## config.mk

```make
export PLATFORM = sky130hd
export DESIGN_NAME = jtdsp16_icache
export DESIGN_NICKNAME = d
export VERILOG_FILES = /design/src/rtl/jtdsp16_icache.sv
export SDC_FILE = /design/constraint.sdc
export NUM_CORES = 1
export LEC_CHECK = 0
export BUFFER_PORTS_ARGS = -buffer_cell sky130_fd_sc_hd__buf_4
export CAP_MARGIN = 5
export CORE_ASPECT_RATIO = 0.7
export CORE_UTILIZATION = 60
export CTS_BUF_LIST = sky130_fd_sc_hd__clkbuf_4
export DETAILED_ROUTE_END_ITERATION = 6
export PLACE_DENSITY = 0.78
export SYNTH_ARGS = -nofsm -noshare
export SYNTH_HDL_FRONTEND = slang
export SYNTH_SLANG_ARGS = --single-unit
```

## constraint.sdc

```tcl
create_clock -name clk -period 3.7 [get_ports clk]
set_clock_uncertainty 0.1 [all_clocks]
set_input_delay 0.185 -clock clk [delete_from_list [all_inputs] [get_ports clk]]
set_output_delay 0.185 -clock clk [all_outputs]
set_load 0.005 [all_outputs]
```

## src/rtl/jtdsp16_icache.sv

```systemverilog
// Loop instruction cache for DSP16 do/redo: records the loop body from ROM
// during the first pass, then replays it while the XAAU PC is frozen.
module jtdsp16_icache #(
    parameter int DEPTH = 15,
    parameter int KW    = 7
) (
    input  logic          clk,
    input  logic          rst_n,
    input  logic          cen,
    input  logic          do_en,
    input  logic          redo_en,
    input  logic [3:0]    ni,
    input  logic [KW-1:0] k,
    input  logic          adv,
    input  logic [15:0]   rom_dout,
    output logic [15:0]   cache_dout,
    output logic          cache_sel,
    output logic          pc_hold,
    output logic          busy
);
    typedef enum logic [1:0] {IDLE, FILL, REPLAY} state_t;

    state_t        state_q, state_d;
    logic [3:0]    len_q, len_d;
    logic [3:0]    wr_ptr_q, wr_ptr_d;
    logic [3:0]    rd_ptr_q, rd_ptr_d;
    logic [KW-1:0] kreg_q, kreg_d;
    logic [KW-1:0] iter_q, iter_d;
    logic [15:0]   mem [DEPTH];

    logic ni_ok;
    logic last_wr;
    logic last_rd;

    assign ni_ok   = (ni != 4'd0) && (ni <= 4'(DEPTH));
    assign last_wr = (wr_ptr_q == len_q - 4'd1);
    assign last_rd = (rd_ptr_q == len_q - 4'd1);

    always_comb begin
        state_d  = state_q;
        len_d    = len_q;
        wr_ptr_d = wr_ptr_q;
        rd_ptr_d = rd_ptr_q;
        kreg_d   = kreg_q;
        iter_d   = iter_q;
        if (cen) begin
            case (state_q)
                IDLE: begin
                    // do_en takes priority over a simultaneous redo_en
                    if (do_en) begin
                        if (ni_ok) begin
                            len_d    = ni;
                            kreg_d   = k;
                            wr_ptr_d = 4'd0;
                            state_d  = FILL;
                        end
                    end else if (redo_en && len_q != 4'd0 && k != '0) begin
                        iter_d   = k;
                        rd_ptr_d = 4'd0;
                        state_d  = REPLAY;
                    end
                end
                FILL: begin
                    if (adv) begin
                        wr_ptr_d = wr_ptr_q + 4'd1;
                        if (last_wr) begin
                            // the fill itself is the first iteration
                            if (kreg_q <= KW'(1)) begin
                                state_d = IDLE;
                            end else begin
                                iter_d   = kreg_q - KW'(1);
                                rd_ptr_d = 4'd0;
                                state_d  = REPLAY;
                            end
                        end
                    end
                end
                REPLAY: begin
                    if (adv) begin
                        if (last_rd) begin
                            rd_ptr_d = 4'd0;
                            if (iter_q == KW'(1)) state_d = IDLE;
                            else                  iter_d  = iter_q - KW'(1);
                        end else begin
                            rd_ptr_d = rd_ptr_q + 4'd1;
                        end
                    end
                end
                default: state_d = IDLE;
            endcase
        end
    end

    always_ff @(posedge clk or negedge rst_n) begin
        if (!rst_n) begin
            state_q  <= IDLE;
            len_q    <= 4'd0;
            wr_ptr_q <= 4'd0;
            rd_ptr_q <= 4'd0;
            kreg_q   <= '0;
            iter_q   <= '0;
        end else begin
            state_q  <= state_d;
            len_q    <= len_d;
            wr_ptr_q <= wr_ptr_d;
            rd_ptr_q <= rd_ptr_d;
            kreg_q   <= kreg_d;
            iter_q   <= iter_d;
        end
    end

    // storage survives reset; only the bookkeeping is cleared
    always_ff @(posedge clk) begin
        if (cen && state_q == FILL && adv) mem[wr_ptr_q] <= rom_dout;
    end

    assign cache_sel  = (state_q == REPLAY);
    assign pc_hold    = (state_q == REPLAY);
    assign busy       = (state_q != IDLE);
    assign cache_dout = cache_sel ? mem[rd_ptr_q] : 16'd0;
endmodule

```

* Word-level counts from Yosys, hierarchy flattened
Memories as Yosys holds them, arrays and structs flattened.
Cells that the tools add are included.
** Word-level totals
- Register bits :: 28
- RAM bits :: 240
- Input bits :: 33
- Output and inout bits :: 19
- Word-level logic and storage cells :: 83
- Memories kept :: 1
** Memories
- mem :: words 15, width 16, read ports 1, clocked after Yosys merged registers in 0, write ports 1, RTL line 29 : logic [15:0] mem [DEPTH];
** Cells by class
- Add/subtract/negate cells :: 5
- Order comparisons :: 2
- Equality and inequality tests :: 18
- Multiplexer cells :: 34
- Reductions and logical operators :: 17
** Operators by type and width (count)
- $mux 7 :: 8
- $mux 4 :: 10
- $pmux 7 s3 :: 1
- $mux 2 :: 9
- $ne 2x2->1 const B :: 9
- $mux 16 :: 1
- $reduce_and 8->1 :: 2
- $sub 7x1->7 const B :: 2
- $pmux 4 s3 :: 1
- $reduce_and 10->1 :: 1
- $add 4x1->4 const B :: 2
- $eq 4x4->1 :: 2
- $pmux 4 s2 :: 1
- $reduce_bool 4->1 :: 2
- $eq 7x1->1 const B :: 1
- $le 7x1->1 const B :: 1
- $reduce_bool 7->1 :: 1
- $ne 3x3->1 const B :: 2
- $pmux 2 s3 :: 1
- $logic_and 1x1->1 :: 5
- $reduce_and 5->1 :: 1
- $le 4x4->1 const B :: 1
- $ne 2x1->1 const B :: 2
- $reduce_and 4->1 :: 1
- other kinds (7) :: 9

* Logic depth before layout (Yosys ltp)
- Depth after elaboration :: 6
- Mapped depth :: 10
- Depth with buffers taken out :: 8

* Worst setup path after synthesis
OpenSTA, ideal clock, no wires.
- Path kind :: register to register
- From :: reg state_q[1]
- To :: mem mem[2][0], enable pin
- Setup time :: 0.409 ns
- Arrival :: 2.353 ns
- Data required time :: 3.191 ns
- Slack :: 0.838 ns
- Stages on the path, launching flop included :: 7
- Buffers on the path :: 1
- Period minus slack after synthesis :: 2.862 ns
- Path through :: dfrtp_1 -> inv_1 -> ha_1 -> clkbuf_1 -> and3_1 -> nand2_1 -> nor3_1
** On the way
- Longest elaborated chain between the ends :: 5
** RTL lines
- from (decl) :: RTL line 23 : state_t state_q, state_d;
- from (signal assigned) :: RTL line 103 : state_q <= state_d;
- $eq 2x1->1 :: RTL line 114 : if (cen && state_q == FILL && adv) mem[wr_ptr_q] <= rom_dout;
- $logic_and 1x1->1 (2 in a row) :: RTL line 114
- $mux 1 :: RTL line 114
- $mux 1 (implied by the code) :: RTL line 114
- to (decl) :: RTL line 29
Every way passes these cells.

* Worst setup path after layout
- From :: reg rd_ptr_q[0]
- To :: out cache_dout[1]
** On the way
- Longest elaborated chain between the ends :: 2
** RTL lines
- from (decl) :: RTL line 26 : logic [3:0] rd_ptr_q, rd_ptr_d;
- from (signal assigned) :: RTL line 106 : rd_ptr_q <= rd_ptr_d;
- $mem_v2 15x16
- $mux 16 :: RTL line 120 : assign cache_dout = cache_sel ? mem[rd_ptr_q] : 16'd0;
- to (decl) :: RTL line 16 : output logic [15:0] cache_dout,
Every way passes these cells.

==> flow_summary.toml <==
[run_status]
status = "finished with violations"
failed_checks = "design-rule violations"

[global_route]
grt_max_degree = 50
grt_pass1_vias = 6407
grt_first_pass_wirelength_um = 36210
antenna_found_initial = 0
grt_usage_pct = 26.26
grt_overflow = 0

[setup_path]
critPathKind = "reg -> out"
crit_fanout = 35
crit_path_end_kind = "output port"
crit_chain = "buf_12 > mux4_2 > mux4_2 > and2_1 > buf_4"
cp_slowest_cell = "dfrtp_4"
cp_slowest_stage_delay_ns = 0.87
crit_required_ns = 3.41
crit_path_frequent_cell = "mux4_2"
crit_buf_inv = 2
arrival_ns = 3.18
cp_top_family = "multiplexers"
startpoint_type = "flop"

[yosys]
synth_seq_cells = 268
syn_inst = 612
yosys_warnings = 0
async_flop_share_pct = 10.45
syn_area_mm2 = 0.01120
avgSynthCellArea_um2 = 18.30
synth_edf_count = 240
synth_fp_nets = 660
synthFlopType = "edfxtp_1"
seq_area_frac_synth_pct = 70.60
ys_types = 47

[floorplan]
coreArea_mm2 = 0.01816
die_width_um = 165.3
core.rowCount = 41
start_util_pct = 61.68
die-area_mm2 = 0.01923
ios = 52
fp.dieH_um = 116.3

[detailed_routing]
drc = 8
wl_met2_um = 11390
drtPass1Iterations = 7
drt-initial-drc-count = 558
routed_wl_um = 23890
wl_met3_um = 2115
via_per_inst = 6.049
detail_route.wl_per_cell_um = 23.12
ant_nets = 0
top_layer = "met4"
wl_met1_um = 9955
routed-via-count = 6249

[power_and_ir_drop]
p_sw_share_pct = 30.46
combPwrFrac_pct = 28.9
p_leak_nw = 4.471
peakVddDrop_mv = 0.3681
clockPowerShare_pct = 26.9
internal-power_mw = 5.884
pwr-share-seq_pct = 44.2
power.switching_mw = 2.577
power.density_mw_per_mm2 = 645.5

[finish]
final_common_cell = "edfxtp_1"
final.fill_count = 1125
areaGrowthSynthToFinish_pct = 17.04
diodes = 0
post_route_cells_drive_above_1_share_pct = 33.38
final_cell_mix = "edfxtp_1, clkbuf_4, buf_4, mux4_2, dlygate4sd3_1"
final_area_mm2 = 0.01311
fin_nets = 801

[sta]
worst_pin_slew_ns = 0.6753
maxSlewViolCount = 0
relSlewSlack_pct = 54.98
setup_violations = 0
fin_setup_tns_ns = 0
final-hold-violation-count = 0
fmax_mhz = 288.3
rsz0062_at_grt = "no"
fin_crit_ns = 3.468
timing.final.crit_share_pct = 93.74

[place]
port_buffers = 51
place_area_mm2 = 0.01198
hpwlAfterDp_um = 13660
place.gp.congestion = 0.8216

[clock_network]
htreeDepth = 2
clock-root-buffer = "clkbuf_4"
clk_latency_ns = 0.68
clock-sinks = 268
cts_tree = "yes"
cts_buffers = 60
cts.clk_slew.worst_paths_ns = 0.07
cts_buffer_depth = 3

[run]
drv_cap = 0

[hold_path]
min-delay-path-class = "in -> reg"
[area by class of cell]
cell class,instances,area [µm²],share of cell area (%)
Sequential cell,268,7913,60.36
Clock inverter,17,100.1,0.7636
Clock buffer,89,668.1,5.097
Tap cell,236,295.3,2.253
Inverter,16,60.06,0.4581
Timing Repair Buffer,109,940.9,7.178
Multi-Input combinational cell,298,3132,23.89
[kinds of logic after synthesis]
group	Yosys count	share of synthesized area, %
buffers and inverters	46	1.776
flip-flops	268	70.60
AO/OA/AOI/OAI	53	3.094
adder cells (fa/ha/maj)	15	1.676
XOR/XNOR	20	1.631
multiplexers	102	16.47
AND/OR/NAND/NOR	108	4.759
[synth_stat cells (4+ instances only)]
cell,n,area share [%]
buf_2,6,0.27
xor2_1,6,0.47
o21ai_0,25,1.1
ha_1,15,1.7
mux4_2,64,13
a21oi_1,11,0.49
nand3_1,5,0.22
nor3_1,10,0.45
nand2_1,33,1.1
nor2_1,25,0.84
inv_1,15,0.50
and2_1,17,0.95
buf_4,5,0.34
dfrtp_1,28,6.3
mux2_2,12,1.2
xnor2_1,13,1.0
nand2b_1,4,0.22
mux2i_1,20,1.8
edfxtp_1,240,64
mux2_1,6,0.60
clkbuf_1,17,0.57
[metrics by stage]
step / setup slack, ns / cells / total power, mW / util, % / hold slack [ns]
finish: 0.2318 / 1033 / 8.461 / 72.19 / 0.1286
global route: 0.05808 / 1033 / 8.879 / 72.19 / 0.1147
CTS: 0.1322 / 1033 / 8.512 / 72.19 / 0.06677
detailed placement: 0.8541 / 892 / 6.186 / 65.97 / 0.03653
global placement: 0.9462 / 892 / 6.088 / 65.97 / 0.02346
floorplan: 0.8382 / 612 / 5.488 / - / -0.2106
[sequential cells by signal, summed over array words and instances (netlist names)]
signal    flops
wr_ptr_q      4
len_q         4
mem         240
rd_ptr_q      4
state_q       2
kreg_q        7
iter_q        7
[power by group through the flow]
stage / registers (mW) / logic (mW) / clock network [mW]
4_1_cts: 3.74 / 2.44 / 2.33
2_1_floorplan: 3.66 / 1.83 / 0
3_5_place_dp: 3.80 / 2.39 / 0
3_3_place_gp: 3.78 / 2.30 / 0
6_report: 3.74 / 2.44 / 2.28
5_1_grt: 3.77 / 2.64 / 2.47
[layer usage]
metal / up-vias / GRT usage, %
met4: 0 / 8.364
met2: 312 / 41.03
met5: - / 0
met3: 43 / 5.859
met1: 3160 / 37.52
li1: 2734 / -
[worst min-delay path, cell delays in order]
cell and delay [ns]:
buf_4 0.11, nand2b_1 0.07, a21oi_1 0.06, a21oi_1 0.21
nor2_1 0.10, nand3_1 0.08, o31ai_1 0.07
[worst paths after layout]
kind | start | to | slack, ns | cells after the start
worst max-delay path | rd_ptr_q[0]$_DFFE_PN0P_ | cache_dout[1] | 0.23 | 5
worst min-delay path | redo_en | rd_ptr_q[1]$_DFFE_PN0P_ | 0.13 | 7
worst max register to register | state_q[1]$_DFFE_PN0P_ | iter_q[4]$_DFFE_PN0P_ | 0.40 | 9
worst min register to register | iter_q[5]$_DFFE_PN0P_ | iter_q[5]$_DFFE_PN0P_ | 0.45 | 1
max in group asynchronous | rst_n | rd_ptr_q[2]$_DFFE_PN0P_ | 2.86 | 4
min in group asynchronous | rst_n | rd_ptr_q[0]$_DFFE_PN0P_ | 0.45 | 4
[timing repair]
item	in CTS	in global routing
hold endpoints to repair	293	0
hold buffers	35	0
resized for setup	0	0
setup buffers	0	0
Note: power is estimated with default switching activity, not from simulation.
